<file path="config.mk">
export PLATFORM = sky130hd
export DESIGN_NAME = button_debouncer
export DESIGN_NICKNAME = d
export VERILOG_FILES = /design/src/rtl/button_debouncer.sv
export SDC_FILE = /design/constraint.sdc
export NUM_CORES = 1
export LEC_CHECK = 0
export CAP_MARGIN = 10
export CORE_ASPECT_RATIO = 2
export CORE_MARGIN = 2
export CORE_UTILIZATION = 45
export DETAILED_ROUTE_END_ITERATION = 12
export GPL_ROUTABILITY_DRIVEN = 0
export PLACE_DENSITY = 0.57
export SLEW_MARGIN = 20
export SYNTH_ARGS = -nofsm -noshare
export SYNTH_HDL_FRONTEND = slang
export SYNTH_SLANG_ARGS = --single-unit
</file>
<file path="constraint.sdc">
create_clock -name SI_ClkIn -period 5.45 [get_ports SI_ClkIn]
set_input_delay 1.09 -clock SI_ClkIn [delete_from_list [all_inputs] [get_ports SI_ClkIn]]
set_output_delay 1.09 -clock SI_ClkIn [all_outputs]
set_load 0.01 [all_outputs]
</file>
<file path="src/rtl/button_debouncer.sv">
// button_debouncer: 14 independent synchronize-and-debounce channels for board KEY/SW pins.
// Define BUTTON_DEBOUNCER_RELEASE_EN to build the pb_released pulse logic.

module button_debouncer_lane #(
    parameter int DEBOUNCE_CYCLES = 1000000,
    parameter int SYNC_STAGES     = 2
) (
    input  logic SI_ClkIn,
    input  logic SI_Reset_N,
    input  logic raw,
    input  logic level,
    output logic level_next
);
    localparam int              CNT_W   = $clog2(DEBOUNCE_CYCLES);
    localparam logic [CNT_W-1:0] CNT_MAX = CNT_W'(DEBOUNCE_CYCLES - 1);

    logic [SYNC_STAGES-1:0] sync;
    logic [CNT_W-1:0]       cnt;
    logic                   differ;
    logic                   expired;

    always_ff @(posedge SI_ClkIn or negedge SI_Reset_N) begin
        if (!SI_Reset_N) sync <= '0;
        else             sync <= {sync[SYNC_STAGES-2:0], raw};
    end

    assign differ     = sync[SYNC_STAGES-1] ^ level;
    assign expired    = differ && (cnt == CNT_MAX);
    assign level_next = level ^ expired;

    // Any cycle of agreement restarts the count, so only an unbroken run toggles.
    always_ff @(posedge SI_ClkIn or negedge SI_Reset_N) begin
        if (!SI_Reset_N)           cnt <= '0;
        else if (!differ || expired) cnt <= '0;
        else                       cnt <= cnt + CNT_W'(1);
    end
endmodule

module button_debouncer #(
    parameter int DEBOUNCE_CYCLES = 1000000,
    parameter int SYNC_STAGES     = 2
) (
    input  logic       SI_ClkIn,
    input  logic       SI_Reset_N,
    input  logic [3:0] KEY,
    input  logic [9:0] SW,
    output logic [3:0] pb_level,
    output logic [3:0] pb_pressed,
    output logic [3:0] pb_released,
    output logic [9:0] sw_level
);
    localparam int NUM_CH = 14;

    logic [NUM_CH-1:0] raw;
    logic [NUM_CH-1:0] level;
    logic [NUM_CH-1:0] level_next;

    // Buttons are active-low on the board; flip them so every lane is active-high.
    assign raw = {SW, ~KEY};

    // Level flops live here so edge pulses can be formed from next-state and
    // land on the same edge as the level update.
    for (genvar i = 0; i < NUM_CH; i++) begin : g_lane
        button_debouncer_lane #(
            .DEBOUNCE_CYCLES(DEBOUNCE_CYCLES),
            .SYNC_STAGES    (SYNC_STAGES)
        ) u_lane (
            .SI_ClkIn  (SI_ClkIn),
            .SI_Reset_N(SI_Reset_N),
            .raw       (raw[i]),
            .level     (level[i]),
            .level_next(level_next[i])
        );
    end

    always_ff @(posedge SI_ClkIn or negedge SI_Reset_N) begin
        if (!SI_Reset_N) level <= '0;
        else             level <= level_next;
    end

    always_ff @(posedge SI_ClkIn or negedge SI_Reset_N) begin
        if (!SI_Reset_N) pb_pressed <= '0;
        else             pb_pressed <= level_next[3:0] & ~level[3:0];
    end

`ifdef BUTTON_DEBOUNCER_RELEASE_EN
    always_ff @(posedge SI_ClkIn or negedge SI_Reset_N) begin
        if (!SI_Reset_N) pb_released <= '0;
        else             pb_released <= ~level_next[3:0] & level[3:0];
    end
`else
    assign pb_released = '0;
`endif

    assign pb_level = level[3:0];
    assign sw_level = level[13:4];
endmodule

</file>
==> out/qor.csv, run 1 <==
metric,value,unit
Leak Pwr,6.825,nW
Die Height,267.6,um
post-route cell area,17350,um^2
DP HPWL,20.76,mm
initial antenna violation count,0,
clk_skew,0.008248,ns
Die Span X,135.8,um
H-Tree Depth,1,
Max-Cap Viols,0,
Buffers on Ports,33,
Yosys cell types,49,
largest family of logic cells by synthesized area,simple AND/OR/NAND/NOR gates,
most frequent cell after synthesis,dfrtp_1,
ordered cell list for the critical path,clkdlybuf4s50_1,
total die area,36340,um^2
postcts setup bufs,0,
fin nets,1618,
Synthesis Warnings,0,
final core utilization,50.67,%
crit path max fanout,3,
drt wl/cell,14.79,um
Initial Utilization,45.67,%
CTS root buf,clkbuf_16,
mux cell area share after synthesis,1.072,%
CTS Buf Count,31,
Most used DFF post-synth,dfrtp_1,
most instantiated cells after synthesis,"326 x dfrtp_1, 210 x nor2_1, 100 x xnor2_1",
Seq cells post-synth,326,
fin crit share,48.53,%
Reg area,8158,um^2
Synth Area in Simple Gates,25.10,%
clock slew at reported path FFs,0.06,ns
area of the multi-input gates,6972,um^2
largest net degree at the start of global routing,120,
status,"complete, no violations",
CP Capture Type,output pin,
first-pass GRT wire length,53.47,mm
ant diodes,0,
grt ovf,0,
maximum vdd drop,0.2446,mV
sequential area share after synthesis,52.18,%
post-synth top area cell,dfrtp_1,
Vias,11295,
post-route ant nets,0,
Final setup viols,0,
Synth async-reset ratio,100.0,%
Slew @ Worst Pin,0.9458,ns
Initial DRT Pass Iterations,6,
Netlist Area Pre-Place,15630,um^2
"Min Clock Period, post-route",2.645,ns
Max Clk Rate,378.1,MHz
"Largest stage delay, worst path",0.57,ns
vias in the first global route,11709,
share of layout cells above drive strength 1,6.957,%
GRT Overall Usage,17.41,%
number of buffers and inverters on the critical path,1,
critical path required time,4.36,ns
hold slack,0.3481,ns
"CP delay by family, top",buffers and inverters,
Worst Setup Start Kind,flop,
Setup CP Type,reg -> out,
FILL cells,3202,
DRC Markers,0,
Synth Area in Adders,1.120,%
Clock Sinks,326,
Layout area overhead,10.96,%
CTS tree,yes,
core area,34230,um^2
post_cts resized,0,
initial drt markers,364,
drt total wl,30.33,mm
dominant cells by area after synthesis,"dfrtp_1 52%, xnor2_1 5.6%, nor2_1 5.0%, xor2_1 4.7%, nand3_1 3.1%",
XOR/XNOR Fraction of Synth Area,10.31,%
CP arrival,1.55,ns
Mapped Avg Cell Area,9.926,um^2
relative slew slack,36.95,%
Synth Instances,1575,
"Hold Vio Cnt, Final",0,
hold bufs inserted after CTS,0,
post-synth top area share,52.18,%
I/O pins,38,
Via density,5.507,
Compound-Gate Fraction of Synth Area,6.579,%
clk_lat worst skew,0.57,ns
min-delay worst type,reg -> reg,
Rows,96,
Placed Area,16350,um^2
RSZ-0062 raised after global routing,no,
Power Dens Cells,274.7,nW/um^2
Post-synth EDFFs,0,
Setup TNS Final,0,ns
fin. max-slew vios,0,
Slowest cell on crit path,clkdlybuf4s50_1,
Max Root-Sink Buffers,3,
-- routing by layer --
layer | GRT usage [%] | vias to the layer above | part of all wire (%)
li1 | - | 5561 | -
met1 | 18.70 | 5581 | 39
met2 | 34.38 | 108 | 56
met3 | 1.988 | 45 | 2.4
met4 | 5.884 | 0 | 2.4
met5 | 0 | - | 0
-- layout by cell type (no fill, tap or decap), types with 20 or more instances in the layout --
| cell | netlist | final |
|---|---|---|
| nor2_1 | 210 | 210 |
| nand2_1 | 85 | 85 |
| xnor2_1 | 100 | 100 |
| o31ai_1 | 45 | 35 |
| inv_1 | 57 | 57 |
| nor3_1 | 45 | 45 |
| clkdlybuf4s50_1 | 0 | 32 |
| o21ai_0 | 44 | 44 |
| nand3_1 | 97 | 97 |
| clkbuf_16 | 0 | 31 |
| and4_1 | 20 | 20 |
| nand4_1 | 65 | 65 |
| a21oi_1 | 81 | 81 |
| dfrtp_1 | 326 | 326 |
| xor2_1 | 84 | 84 |
| or3_1 | 49 | 49 |
| nor4_1 | 39 | 39 |
| or4_1 | 48 | 48 |
-- state kept, by name, summed over array words and instances, names as in the netlist, named ones only --
| signal | flops |
|---|---|
| level | 4 |
| g_lane.u_lane.cnt | 280 |
| g_lane.u_lane.sync | 28 |
| pb_pressed | 4 |
-- cell type report --
| class | instances | area share [%] |
|---|---|---|
| clock buffer | 47 | 5.338 |
| clock inverter | 8 | 0.3895 |
| inverter | 57 | 1.233 |
| multi-input combinational | 1126 | 40.19 |
| sequential | 326 | 47.03 |
| tap | 441 | 3.181 |
| timing repair buffer | 46 | 2.640 |
-- path summary, 6_finish.rpt --
kind | startpoint | endpoint | slack, ns | depth (start not counted)
worst max-delay path | flop | sw_level[2] | 2.81 | 1
worst min-delay path | g_lane[0].u_lane.sync[0] | g_lane[0].u_lane.sync[1] | 0.35 | 0
worst max register to register | g_lane[10].u_lane.cnt[17] | g_lane[10].u_lane.cnt[17] | 3.05 | 5
worst min register to register | g_lane[0].u_lane.sync[0] | g_lane[0].u_lane.sync[1] | 0.35 | 0
max in group asynchronous | SI_Reset_N | g_lane[1].u_lane.cnt[17] | 3.78 | 2
min in group asynchronous | SI_Reset_N | g_lane[4].u_lane.sync[0] | 0.56 | 1
-- through the flow --
stage / worst slack [ns] / std cells / power [mW]
3_5_place_dp: 3.015 / 1996 / 2.705
4_1_cts: 2.757 / 2051 / 4.859
3_3_place_gp: 3.043 / 1996 / 2.700
2_1_floorplan: 3.457 / 1578 / 2.611
6_report: 2.805 / 2051 / 4.765
5_1_grt: 2.743 / 2051 / 4.974
-- report_power, final --
part	switching, mW	leakage, nW	internal (mW)
Sequential	0.0338	4.46	2.46
Clock	0.905	0.493	1.21
Combinational	0.112	1.88	0.0499
Total	1.05	6.83	3.71
-- cells by family (layout without fill, tap and decap cells) --
kind of cell | after synthesis | count (layout)
simple gates | 734 | 734
xor+xnor | 184 | 184
mux | 15 | 15
fa+ha+maj | 14 | 14
compound gates | 175 | 175
other cells | 1 | 4
flops | 326 | 326
buf+inv | 126 | 158
(Power assumes the default switching activity.)
==> inputs of run 2 (changes only) <==
- clock period: 5.45 -> 2.7 ns (I/O delays scaled with it)
==> out/qor.csv, run 2 (synthesis results as in run 1) <==
metric,value,unit
status,"complete, no violations",
post-route ant nets,0,
largest net degree at the start of global routing,69,
Slowest cell on crit path,or4_1,
Die Span X,135.8,um
postcts setup bufs,0,
relative slew slack,59.21,%
clk_skew,0.01081,ns
DRC Markers,0,
crit path max fanout,8,
Rows,96,
Via density,5.564,
CTS tree,yes,
Max Clk Rate,468.3,MHz
CP Capture Type,flop,
r2r setup slk,0.56,ns
Stages on worst setup path,5,
biggest registers after layout,"g_lane.u_lane.cnt x280, g_lane.u_lane.sync x28",
"Largest stage delay, worst path",0.64,ns
Setup TNS Final,0,ns
CTS Buf Count,30,
"Hold Vio Cnt, Final",0,
Max Root-Sink Buffers,3,
Hold Crit Endpoint,g_lane[6].u_lane.sync[1],
setup slack after layout,0.5644,ns
Worst Hold Depth,0,
maximum vdd drop,0.4771,mV
grt ovf,0,
H-Tree Depth,1,
Initial DRT Pass Iterations,5,
worst r2r dst,g_lane[13].u_lane.cnt[18],
post-route cell area,17470,um^2
"Min Clock Period, post-route",2.136,ns
start of the worst register-to-register path,g_lane[13].u_lane.cnt[0],
"commonest non-fill, non-tap cells in the layout","326 x dfrtp_1, 210 x nor2_1, 100 x xnor2_1",
Worst Setup Start Kind,flop,
FILL cells,3133,
CTS root buf,clkbuf_16,
min-delay worst type,reg -> reg,
Placed Area,16450,um^2
initial antenna violation count,0,
Power Dens Cells,556.5,nW/um^2
Net Sw Power,2.125,mW
Max-Cap Viols,0,
clk_lat worst skew,0.56,ns
Worst Setup SP,g_lane[13].u_lane.cnt[0],
Slew @ Worst Pin,0.6083,ns
Seq pwr share,51.7,%
Placed Cells,2006,
hold_sp,g_lane[6].u_lane.sync[0],
drt wl/cell,15.01,um
GRT Overall Usage,17.73,%
Net Sw Frac,21.86,%
critical path required time,3.18,ns
Largest Register,g_lane.u_lane.cnt,
most frequent cell on the critical path,or4_1,
Non-Filler Instances,2061,
"commonest non-fill, non-tap cell in the layout",dfrtp_1,
initial drt markers,455,
vias in the first global route,11761,
Die Height,267.6,um
fin crit share,79.10,%
fin nets,1628,
ant diodes,0,
total die area,36340,um^2
r2r worst-path depth,5,
fin. max-slew vios,0,
RSZ-0062 raised after global routing,no,
ordered cell list for the critical path,"ha_1, nand2_1, or4_1, or4_1, a21oi_1",
Layout area overhead,11.72,%
Buffers on Ports,33,
I/O pins,38,
max reg flops,280,
Setup WS pre-CTS,0.5790,ns
Clock Sinks,326,
Internal,7.595,mW
Setup CP Type,reg -> reg,
Leak Pwr,6.877,nW
drt total wl,30.93,mm
Final setup viols,0,
hold slack,0.3499,ns
Initial Utilization,45.67,%
core area,34230,um^2
Gate power share,3.6,%
Vias,11467,
number of buffers and inverters on the critical path,0,
first-pass GRT wire length,53.98,mm
Clock power frac,44.7,%
DP HPWL,21.79,mm
CP arrival,2.61,ns
share of layout cells above drive strength 1,7.284,%
"CP delay by family, top",simple AND/OR/NAND/NOR gates,
clock slew at reported path FFs,0.06,ns
-- run 2: layout make-up --
class                           count  area [um^2]  share of cell area, %
Inverter                           57        214.0                  1.225
Timing Repair Buffer               57        568.0                  3.252
Multi-Input combinational cell   1126         6972                  39.92
Tap cell                          441        551.8                  3.159
Clock inverter                      8        120.1                 0.6877
Sequential cell                   326         8158                  46.71
Clock buffer                       46        882.1                  5.051
-- run 2: through the flow --
| stage | total power [mW] | utilization, % |
|---|---|---|
| floorplan | 5.270 | - |
| global placement | 5.467 | 48.06 |
| detailed placement | 5.478 | 48.06 |
| CTS | 9.917 | 51.02 |
| global route | 10.17 | 51.02 |
| finish | 9.720 | 51.02 |
-- run 2: worst max path at each step --
stage / end / slack [ns]
global placement: g_lane[4].u_lane.cnt[18] / 0.64
floorplan: g_lane[10].u_lane.cnt[18] / 0.71
finish: g_lane[13].u_lane.cnt[18] / 0.56
global route: g_lane[13].u_lane.cnt[18] / 0.39
detailed placement: g_lane[4].u_lane.cnt[18] / 0.58
CTS: sw_level[2] / 0.56
-- run 2: power by group through the flow --
stage | clock (mW) | combinational [mW] | sequential, mW
after global placement | 0 | 0.356 | 5.11
after floorplan | 0 | 0.168 | 5.10
final | 4.35 | 0.348 | 5.02
after CTS | 4.53 | 0.365 | 5.02
after global routing | 4.73 | 0.408 | 5.03
after detailed placement | 0 | 0.362 | 5.12
-- run 2: metal layers --
metal / global-route usage [%] / wire length, um / part of all wire [%]
met1: 18.60 / 11910 / 39
met3: 2.044 / 810 / 2.6
met2: 35.37 / 17360 / 56
met4: 6.222 / 848 / 2.7
met5: 0 / 0 / 0
-- run 2: timing repair --
item                                   4_1_cts  5_1_grt
gates resized for setup                      0        0
hold buffers                                 1        0
endpoints found under the hold margin       61        0
==> inputs of run 3 (changes only) <==
- clock period: 2.7 -> 2 ns (I/O delays scaled with it)
==> out/qor.csv, run 3 (synthesis results as in run 1) <==
metric,value,unit
core area,34230,um^2
min-delay worst type,in -> reg,
H-Tree Depth,1,
"Largest stage delay, worst path",0.69,ns
r2r worst-path depth,4,
setup slack after layout,0.05573,ns
Non-Filler Instances,2156,
Slowest cell on crit path,or4b_2,
Layout area overhead,17.46,%
Max-Cap Viols,0,
Buffers on Ports,33,
fin. max-slew vios,0,
share of layout cells above drive strength 1,13.94,%
"CP delay by family, top",simple AND/OR/NAND/NOR gates,
start of the worst register-to-register path,g_lane[4].u_lane.cnt[16],
drt wl/cell,14.87,um
Power Dens Cells,726.1,nW/um^2
post-route ant nets,0,
fin crit share,97.21,%
Die Height,267.6,um
clk_lat worst skew,0.58,ns
crit path max fanout,5,
Via density,5.477,
initial drt markers,372,
biggest registers after layout,"g_lane.u_lane.cnt x280, g_lane.u_lane.sync x28",
Worst Setup Start Kind,flop,
CTS root buf,clkbuf_16,
Rows,96,
I/O pins,38,
ant diodes,0,
clk_skew,0.01019,ns
Initial DRT Pass Iterations,5,
status,"complete, no violations",
Max Root-Sink Buffers,3,
Max Clk Rate,514.3,MHz
Worst Setup SP,g_lane[4].u_lane.cnt[16],
initial antenna violation count,0,
hold_sp,SW[2],
Setup CP Type,reg -> reg,
ordered cell list for the critical path,"nand3_1, or4b_2, nor3_1, mux2_2",
r2r setup slk,0.06,ns
DP HPWL,22.54,mm
Initial Utilization,45.67,%
Vias,11808,
vias in the first global route,12406,
maximum vdd drop,0.6598,mV
drt total wl,32.05,mm
Setup WS pre-CTS,-0.03735,ns
max reg flops,280,
"commonest non-fill, non-tap cell in the layout",dfrtp_1,
Final setup viols,0,
CP Capture Type,flop,
Net Sw Frac,22.62,%
CP arrival,2.42,ns
clock slew at reported path FFs,0.07,ns
Hold Crit Endpoint,g_lane[6].u_lane.sync[0],
CTS Buf Count,31,
GRT Overall Usage,18.48,%
Gate power share,4.2,%
first-pass GRT wire length,56.57,mm
Net Sw Power,3.016,mW
Setup TNS Final,0,ns
critical path required time,2.47,ns
Die Span X,135.8,um
Clock Sinks,326,
number of buffers and inverters on the critical path,0,
Placed Cells,2090,
Leak Pwr,7.427,nW
"Min Clock Period, post-route",1.944,ns
"Hold Vio Cnt, Final",0,
grt ovf,0,
largest net degree at the start of global routing,53,
CTS tree,yes,
DRC Markers,0,
Worst Hold Depth,1,
total die area,36340,um^2
Internal,10.32,mW
final core utilization,53.64,%
Largest Register,g_lane.u_lane.cnt,
fin nets,1722,
Seq pwr share,50.8,%
Clock power frac,45.0,%
"commonest non-fill, non-tap cells in the layout","324 x dfrtp_1, 209 x nor2_1, 103 x buf_4",
-- run 3: cell types whose count changed in the layout (fill, tap and decap cells not counted), sizes merged --
| cell | previous run | this run |
|---|---|---|
| clkbuf | 46 | 41 |
| inv | 57 | 59 |
| clkinvlp | 2 | 1 |
| dlymetal6s2s | 0 | 1 |
| buf | 24 | 117 |
| dlygate4sd2 | 0 | 1 |
| clkinv | 3 | 9 |
| clkdlybuf4s50 | 32 | 30 |
-- run 3: cell type report --
class	count	area (um^2)
clock buffer	41	863.3
fill	3123	15870
timing repair buffer	150	1336
sequential	326	8160
multi-input combinational	1126	7078
inverter	57	214.0
tap	441	551.8
clock inverter	15	160.2
-- run 3: repair_timing --
item,in CTS,in global routing
setup endpoints to repair,24,57
pin swaps,2,6
gates resized for setup,9,28
buffers inserted,2,4
hold buffers,1,0
gates cloned,1,2
endpoints found under the hold margin,44,0
-- run 3: power by group through the flow --
stage | sequential [mW] | combinational, mW | clock, mW
floorplan | 6.89 | 0.227 | 0
global placement | 6.89 | 0.544 | 0
detailed placement | 6.90 | 0.552 | 0
CTS | 6.77 | 0.563 | 6.23
global route | 6.78 | 0.644 | 6.49
finish | 6.77 | 0.558 | 6.00
-- run 3: how the worst max path moves through the flow --
stage / endpoint / slack (ns) / cells past startpoint
final: flop / 0.06 / 4
after global routing: g_lane[1].u_lane.cnt[18] / -0.02 / 5
after CTS: g_lane[2].u_lane.cnt[18] / 0.02 / 5
after detailed placement: g_lane[11].u_lane.cnt[11] / -0.04 / 5
after global placement: g_lane[11].u_lane.cnt[8] / -0.03 / 5
after floorplan: g_lane[10].u_lane.cnt[18] / 0.007 / 6
-- run 3: worst reg2reg max path: stages (launching register included) --
cell and delay, ns:
dfrtp_1 0.41, nand3_1 0.13, or4b_2 0.69, nor3_1 0.26
mux2_2 0.36
-- run 3: metrics by stage --
step	instance area, um^2	hold WS (ns)	total power [mW]
6_report	18360	0.2608	13.33
5_1_grt	18360	0.2355	13.91
4_1_cts	18220	0.2267	13.56
3_5_place_dp	17130	0.3387	7.449
3_3_place_gp	17130	0.3329	7.437
2_1_floorplan	15650	0.1044	7.114
-- run 3: routing by layer --
metal	GRT usage, %	share of wire (%)	vias to the layer above
met1	19.65	38	5873
li1	-	-	5789
met3	2.158	2.4	47
met2	37.13	58	99
met4	5.265	2.1	0
met5	0	0	-
